<file path="config.mk">
export PLATFORM = sky130hd
export DESIGN_NAME = bcd_run_ctrl
export DESIGN_NICKNAME = d
export VERILOG_FILES = /design/src/rtl/bcd_run_ctrl.sv
export SDC_FILE = /design/constraint.sdc
export NUM_CORES = 1
export LEC_CHECK = 0
export CAP_MARGIN = 20
export CORE_ASPECT_RATIO = 2
export CORE_UTILIZATION = 30
export CTS_BUF_LIST = sky130_fd_sc_hd__clkbuf_4
export DETAILED_ROUTE_END_ITERATION = 10
export PLACE_DENSITY = 0.58
export SYNTH_ARGS = -nofsm -noshare
export SYNTH_HDL_FRONTEND = slang
export SYNTH_SLANG_ARGS = --single-unit
</file>
<file path="constraint.sdc">
create_clock -name clk -period 4.45 [get_ports clk]
set_input_delay 0.6675 -clock clk [delete_from_list [all_inputs] [get_ports clk]]
set_output_delay 0.6675 -clock clk [all_outputs]
set_load 0.1 [all_outputs]
</file>
<file path="src/rtl/bcd_run_ctrl.sv">
// bcd_run_ctrl
//   Run controller for an external 2-digit BCD counter (00..99). It accepts a
//   command stream and paces the counter with a one-cycle enable every
//   PRESCALE clocks. It stops when the fed-back count reaches a programmable
//   BCD target and clears the counter on command.
//
// Ports
//   clk, rst          clock; synchronous active-high reset
//   cmd_valid, cmd    command handshake: 00 START, 01 STOP, 10 CLEAR, 11 SET_TARGET
//   cmd_data          SET_TARGET payload {tens, ones} in BCD
//   cmd_ready         low only in CLR; a command is taken when cmd_valid && cmd_ready
//   ones, tens        counter digits fed back from the counter
//   cnt_en            one-cycle advance pulse to the counter
//   cnt_clr           one-cycle clear pulse to the counter
//   done              one-cycle pulse when the target is reached
//   busy              high while in RUN
//   err               one-cycle pulse when a SET_TARGET carries a digit > 9
//   state_o           debug view of the state register
//
// state | meaning
// IDLE  | stopped, waiting for START or CLEAR
// RUN   | prescaler running, counter advanced on each terminal cycle
// PAUSE | stopped by STOP, prescaler value held for resume
// CLR   | single cycle pulsing cnt_clr; commands are not accepted
// DONE  | target reached; sticky until CLEAR

module bcd_run_ctrl #(
  parameter int PRESCALE = 4
) (
  input  logic       clk,
  input  logic       rst,
  input  logic       cmd_valid,
  input  logic [1:0] cmd,
  input  logic [7:0] cmd_data,
  output logic       cmd_ready,
  input  logic [3:0] ones,
  input  logic [3:0] tens,
  output logic       cnt_en,
  output logic       cnt_clr,
  output logic       done,
  output logic       busy,
  output logic       err,
  output logic [2:0] state_o
);

  localparam int PW = (PRESCALE > 1) ? $clog2(PRESCALE) : 1;
  localparam logic [PW-1:0] P_LAST = PW'(PRESCALE - 1);

  localparam logic [1:0] CMD_START = 2'b00;
  localparam logic [1:0] CMD_STOP  = 2'b01;
  localparam logic [1:0] CMD_CLEAR = 2'b10;
  localparam logic [1:0] CMD_SET   = 2'b11;

  typedef enum logic [2:0] {
    S_IDLE  = 3'd0,
    S_RUN   = 3'd1,
    S_PAUSE = 3'd2,
    S_CLR   = 3'd3,
    S_DONE  = 3'd4
  } state_t;

  state_t        state_q, state_d;
  logic [PW-1:0] p_q, p_d;
  logic [7:0]    target_q, target_d;
  logic          cnt_en_d, done_d, err_d;

  logic          accept;
  logic          is_start, is_stop, is_clear, is_set;
  logic          terminal;
  logic          tgt_ok;
  logic [7:0]    count_eff;
  logic          hit;

  function automatic logic [7:0] bcd_inc(input logic [7:0] v);
    logic [7:0] r;
    r = v;
    if (v[3:0] >= 4'd9) begin
      r[3:0] = 4'd0;
      r[7:4] = (v[7:4] >= 4'd9) ? 4'd0 : v[7:4] + 4'd1;
    end else begin
      r[3:0] = v[3:0] + 4'd1;
    end
    return r;
  endfunction

  always_comb begin
    accept   = cmd_valid && cmd_ready;
    is_start = accept && (cmd == CMD_START);
    is_stop  = accept && (cmd == CMD_STOP);
    is_clear = accept && (cmd == CMD_CLEAR);
    is_set   = accept && (cmd == CMD_SET);
    terminal = (p_q == P_LAST);
    tgt_ok   = (cmd_data[7:4] <= 4'd9) && (cmd_data[3:0] <= 4'd9);
    // cnt_en is registered, so an enable that is high this cycle has not yet
    // reached the digits. With PRESCALE = 1 that pulse overlaps the next
    // terminal, so compare against the value the counter is about to hold.
    count_eff = cnt_en ? bcd_inc({tens, ones}) : {tens, ones};
    hit       = (count_eff == target_q);
  end

  always_comb begin
    state_d  = state_q;
    p_d      = p_q;
    target_d = target_q;
    cnt_en_d = 1'b0;
    done_d   = 1'b0;
    err_d    = 1'b0;

    if (is_set) begin
      if (tgt_ok) target_d = cmd_data;
      else        err_d    = 1'b1;
    end

    case (state_q)
      S_IDLE: begin
        if (is_start) begin
          state_d = S_RUN;
          p_d     = '0;
        end else if (is_clear) begin
          state_d = S_CLR;
        end
      end

      S_RUN: begin
        if (is_stop) begin
          state_d = S_PAUSE;
        end else if (is_clear) begin
          state_d = S_CLR;
        end else if (terminal) begin
          if (hit) begin
            done_d  = 1'b1;
            state_d = S_DONE;
          end else begin
            cnt_en_d = 1'b1;
            p_d      = '0;
          end
        end else begin
          p_d = p_q + PW'(1);
        end
      end

      S_PAUSE: begin
        if (is_start) begin
          state_d = S_RUN;
          // A STOP taken on a terminal cycle left p at its last value; the
          // deferred step is evaluated on resume so its enable lands in the
          // first RUN cycle.
          if (terminal) begin
            if (hit) begin
              done_d  = 1'b1;
              state_d = S_DONE;
            end else begin
              cnt_en_d = 1'b1;
              p_d      = '0;
            end
          end
        end else if (is_clear) begin
          state_d = S_CLR;
        end
      end

      S_CLR: begin
        p_d     = '0;
        state_d = S_IDLE;
      end

      S_DONE: begin
        if (is_clear) state_d = S_CLR;
      end

      default: begin
        state_d = S_IDLE;
        p_d     = '0;
      end
    endcase
  end

  always_ff @(posedge clk) begin
    if (rst) begin
      state_q   <= S_IDLE;
      p_q       <= '0;
      target_q  <= 8'h99;
      cmd_ready <= 1'b1;
      cnt_en    <= 1'b0;
      cnt_clr   <= 1'b0;
      done      <= 1'b0;
      busy      <= 1'b0;
      err       <= 1'b0;
    end else begin
      state_q   <= state_d;
      p_q       <= p_d;
      target_q  <= target_d;
      cmd_ready <= (state_d != S_CLR);
      cnt_en    <= cnt_en_d;
      cnt_clr   <= (state_d == S_CLR);
      done      <= done_d;
      busy      <= (state_d == S_RUN);
      err       <= err_d;
    end
  end

  assign state_o = state_q;

endmodule

</file>
==> results.py <==
metrics = {
    "pwr": {
        "p_per_area_nw_per_um2": 259,
        "leakagePower_nw": 0.702,
        "p_seq_share_pct": 42.2,
        "combPwrFrac_pct": 36.5,
        "p_total_mw": 0.454,
        "ir_drop_mv": 0.178,
        "swShare_pct": 38.3,
        "p_clk_share_pct": 21.2,
        "p_int_mw": 0.280,
        "p_switching_mw": 0.174,
    },
    "clock_tree": {
        "clk_latency_ns": 0.31,
        "clock-sinks": 19,
        "cts-buffers-inserted": 3,
        "cts-hold-fix-buffers": 0,
        "clockBufferDepth": 2,
        "cts-root-buf": "clkbuf_4",
        "cts_tree": "built",
        "cts_max_level": 1,
        "cts_setup_buffers": 0,
        "cts_resized": 0,
        "clk_pin_slew_ns": 0.10,
    },
    "sta": {
        "slew_violations": 0,
        "worst_slew_pin_slew_ns": 0.974,
        "setup-tns-final_ns": 0,
        "hold_viol": 0,
        "rsz0062_at_grt": "false",
        "skew_ns": 0.00161,
        "max_slew_margin_pct": 34.9,
        "fin_crit_sh_pct": 68.4,
        "fin_crit_ns": 3.05,
        "final-setup-viol-count": 0,
        "fmaxAchievable_mhz": 328,
    },
    "global_route": {
        "gr-usage-met3_pct": 0.935,
        "grt_pass1_vias": 1318,
        "antenna_found_initial": 0,
        "grt_max_degree": 14,
        "use_met2_pct": 31.1,
        "top_usage_layer": "met2",
        "grt_pass1_wl_um": 5870,
        "gr-usage-all-layers_pct": 15.4,
        "overflow": 0,
        "gr-usage-met1_pct": 14.4,
    },
    "die": {
        "chipHeight_um": 98.3,
        "core_area_um2": 4380,
        "ios": 30,
        "die_w_um": 50.1,
        "die_area_um2": 4930,
        "core.rowCount": 34,
        "start_util_pct": 31.7,
    },
    "layout": {
        "final_area_um2": 1750,
        "drive_gt1_share_pct": 8.67,
        "nNetsFinal": 225,
        "fin_cells": 250,
        "final_util_pct": 40.0,
        "n_fill_cell": 477,
        "n_antenna_cell": 0,
        "area_growth_pct": 26.2,
    },
    "setup_path": {
        "worstPathArrival_ns": 3.31,
        "critPathKind": "in2reg",
        "cp-start-kind": "input pin",
        "crit_path_end_kind": "register",
        "slowest_stage": "or3b_2",
        "cp_slowest_stage_delay_ns": 0.55,
        "crit_top_cell": "a21oi_1",
        "required_ns": 4.71,
        "crit_chain": "clkdlybuf4s50_1 -> inv_1 -> ha_1 -> or3b_2 -> a21oi_1 -> o21ai_2 -> a2111oi_2 -> nand4_2 -> a21oi_1 -> a32o_2",
        "cp_max_fo": 6,
    },
    "synthesis": {
        "ys_warn_count": 0,
        "synth_async_sr_flop_share_pct": 0,
        "synth_top_cell_by_area": "dfxtp_1",
        "yosysMostFrequentCell": "dfxtp_1",
        "synth_ff_type": "dfxtp_1",
        "ys_seq_area_share_pct": 27.4,
        "synth_top_area_share_pct": 27.4,
        "syn-cell-area_um2": 1390,
        "synthTopCellsByCount": "dfxtp_1, nor2_1, nand2_1, a21oi_1",
        "synth.net_count": 197,
        "synth_cell_types": 50,
        "synth_edf_count": 0,
        "syn_inst": 169,
        "ys_seq_elements": 19,
        "synth_area_leaders": "dfxtp_1, mux2i_1, ha_1, a21oi_1, nor2_1",
        "synth_area_per_cell_um2": 8.23,
    },
    "placement": {
        "io_buffers": 29,
        "place.detailed.hpwl_um": 2910,
        "dp_cells": 246,
        "gp_congestion": 0.804,
        "dpl_cell_area_um2": 1720,
    },
    "worst_hold_path": {
        "hold_path_class": "reg2reg",
    },
    "status": {
        "status": "finished, final reports clean",
    },
    "route": {
        "wl_um": 3600,
        "drt_first_iter_violations": 24,
        "wl_per_cell_um": 14.4,
        "routed-via-count": 1361,
        "ant_nets": 0,
        "vias_per_cell": 5.44,
        "drtPass1Iterations": 4,
        "drcViolationCount": 0,
    },
    "flow_run": {
        "cap_violations": 0,
    },
}
flip-flops by register name, indices dropped and copies added (netlist names):
signal	cells
busy	1
cmd_ready	1
cnt_clr	1
cnt_en	1
done	1
err	1
p_q	2
state_o	3
target_q	8
final timing paths:
| check | start | to | slack, ns | cells after the start |
|---|---|---|---|---|
| setup / recovery | ones[1] | p_q[0]$_SDFFE_PP0P_ | 1.40 | 10 |
| hold / removal | target_q[0]$_SDFFE_PP1P_ | target_q[0]$_SDFFE_PP1P_ | 0.51 | 2 |
| setup reg to reg | cnt_en$_SDFF_PP0_ | p_q[0]$_SDFFE_PP0P_ | 2.07 | 7 |
| hold reg to reg | target_q[0]$_SDFFE_PP1P_ | target_q[0]$_SDFFE_PP1P_ | 0.51 | 2 |
per-layer routing:
metal	vias up	wire, µm	share of wire, %
met5	-	0	0
met4	0	90	2.5
met3	7	77	2.1
met2	23	2150	60
met1	649	1280	36
li1	682	-	-
logic make-up (layout without fill, tap and decap cells):
family	count (synthesis)	count (layout)	share of synthesized area, %
AOI/OAI and AO/OA	49	49	26.4
buffers and inverters	15	42	4.14
xor gates and xnor gates	3	3	1.89
DFF	19	19	27.4
and+or+nand+nor	65	65	25.8
adders and majority gates	7	7	6.30
muxes	11	11	8.10
critical path: cells and delay by family:
family,cells,cell delay [ns]
simple gates,2,0.77
buf+inv,2,0.60
fa+ha+maj,1,0.22
compound gates,5,1.04
metrics by stage:
step / setup slack (ns) / hold slack, ns
final: 1.40 / 0.511
after global routing: 1.22 / 0.555
after CTS: 1.35 / 0.519
after detailed placement: 1.03 / 0.493
after global placement: 1.05 / 0.480
after floorplan: 1.53 / 0.464
cells in the final DEF (no fill, tap or decap), types with 3 or more instances in the layout:
master	count
a21oi_1	14
ha_1	7
o21ai_0	5
clkdlybuf4s50_1	29
nor2_1	17
nor2b_1	3
and3_1	3
clkbuf_4	4
inv_1	9
o31ai_1	3
dfxtp_1	19
nor3_1	5
nand3_1	6
mux2i_1	9
a31oi_1	4
nand2_1	15
cell type report:
| class | count | area (µm²) | area share, % |
|---|---|---|---|
| flip-flops and latches | 19 | 380 | 21.7 |
| clock buffers | 4 | 30.0 | 1.71 |
| well taps | 54 | 67.6 | 3.85 |
| multi-input cells | 135 | 952 | 54.3 |
| inverters | 9 | 33.8 | 1.93 |
| repair buffers | 29 | 290 | 16.5 |
power groups by stage:
stage / Clock [mW] / Combinational [mW] / Sequential, mW
floorplan: 0 / 0.0728 / 0.235
global placement: 0 / 0.166 / 0.196
detailed placement: 0 / 0.167 / 0.195
CTS: 0.0996 / 0.168 / 0.192
global route: 0.106 / 0.180 / 0.193
finish: 0.0963 / 0.166 / 0.192
No activity file was read; power rests on OpenSTA's default activity.
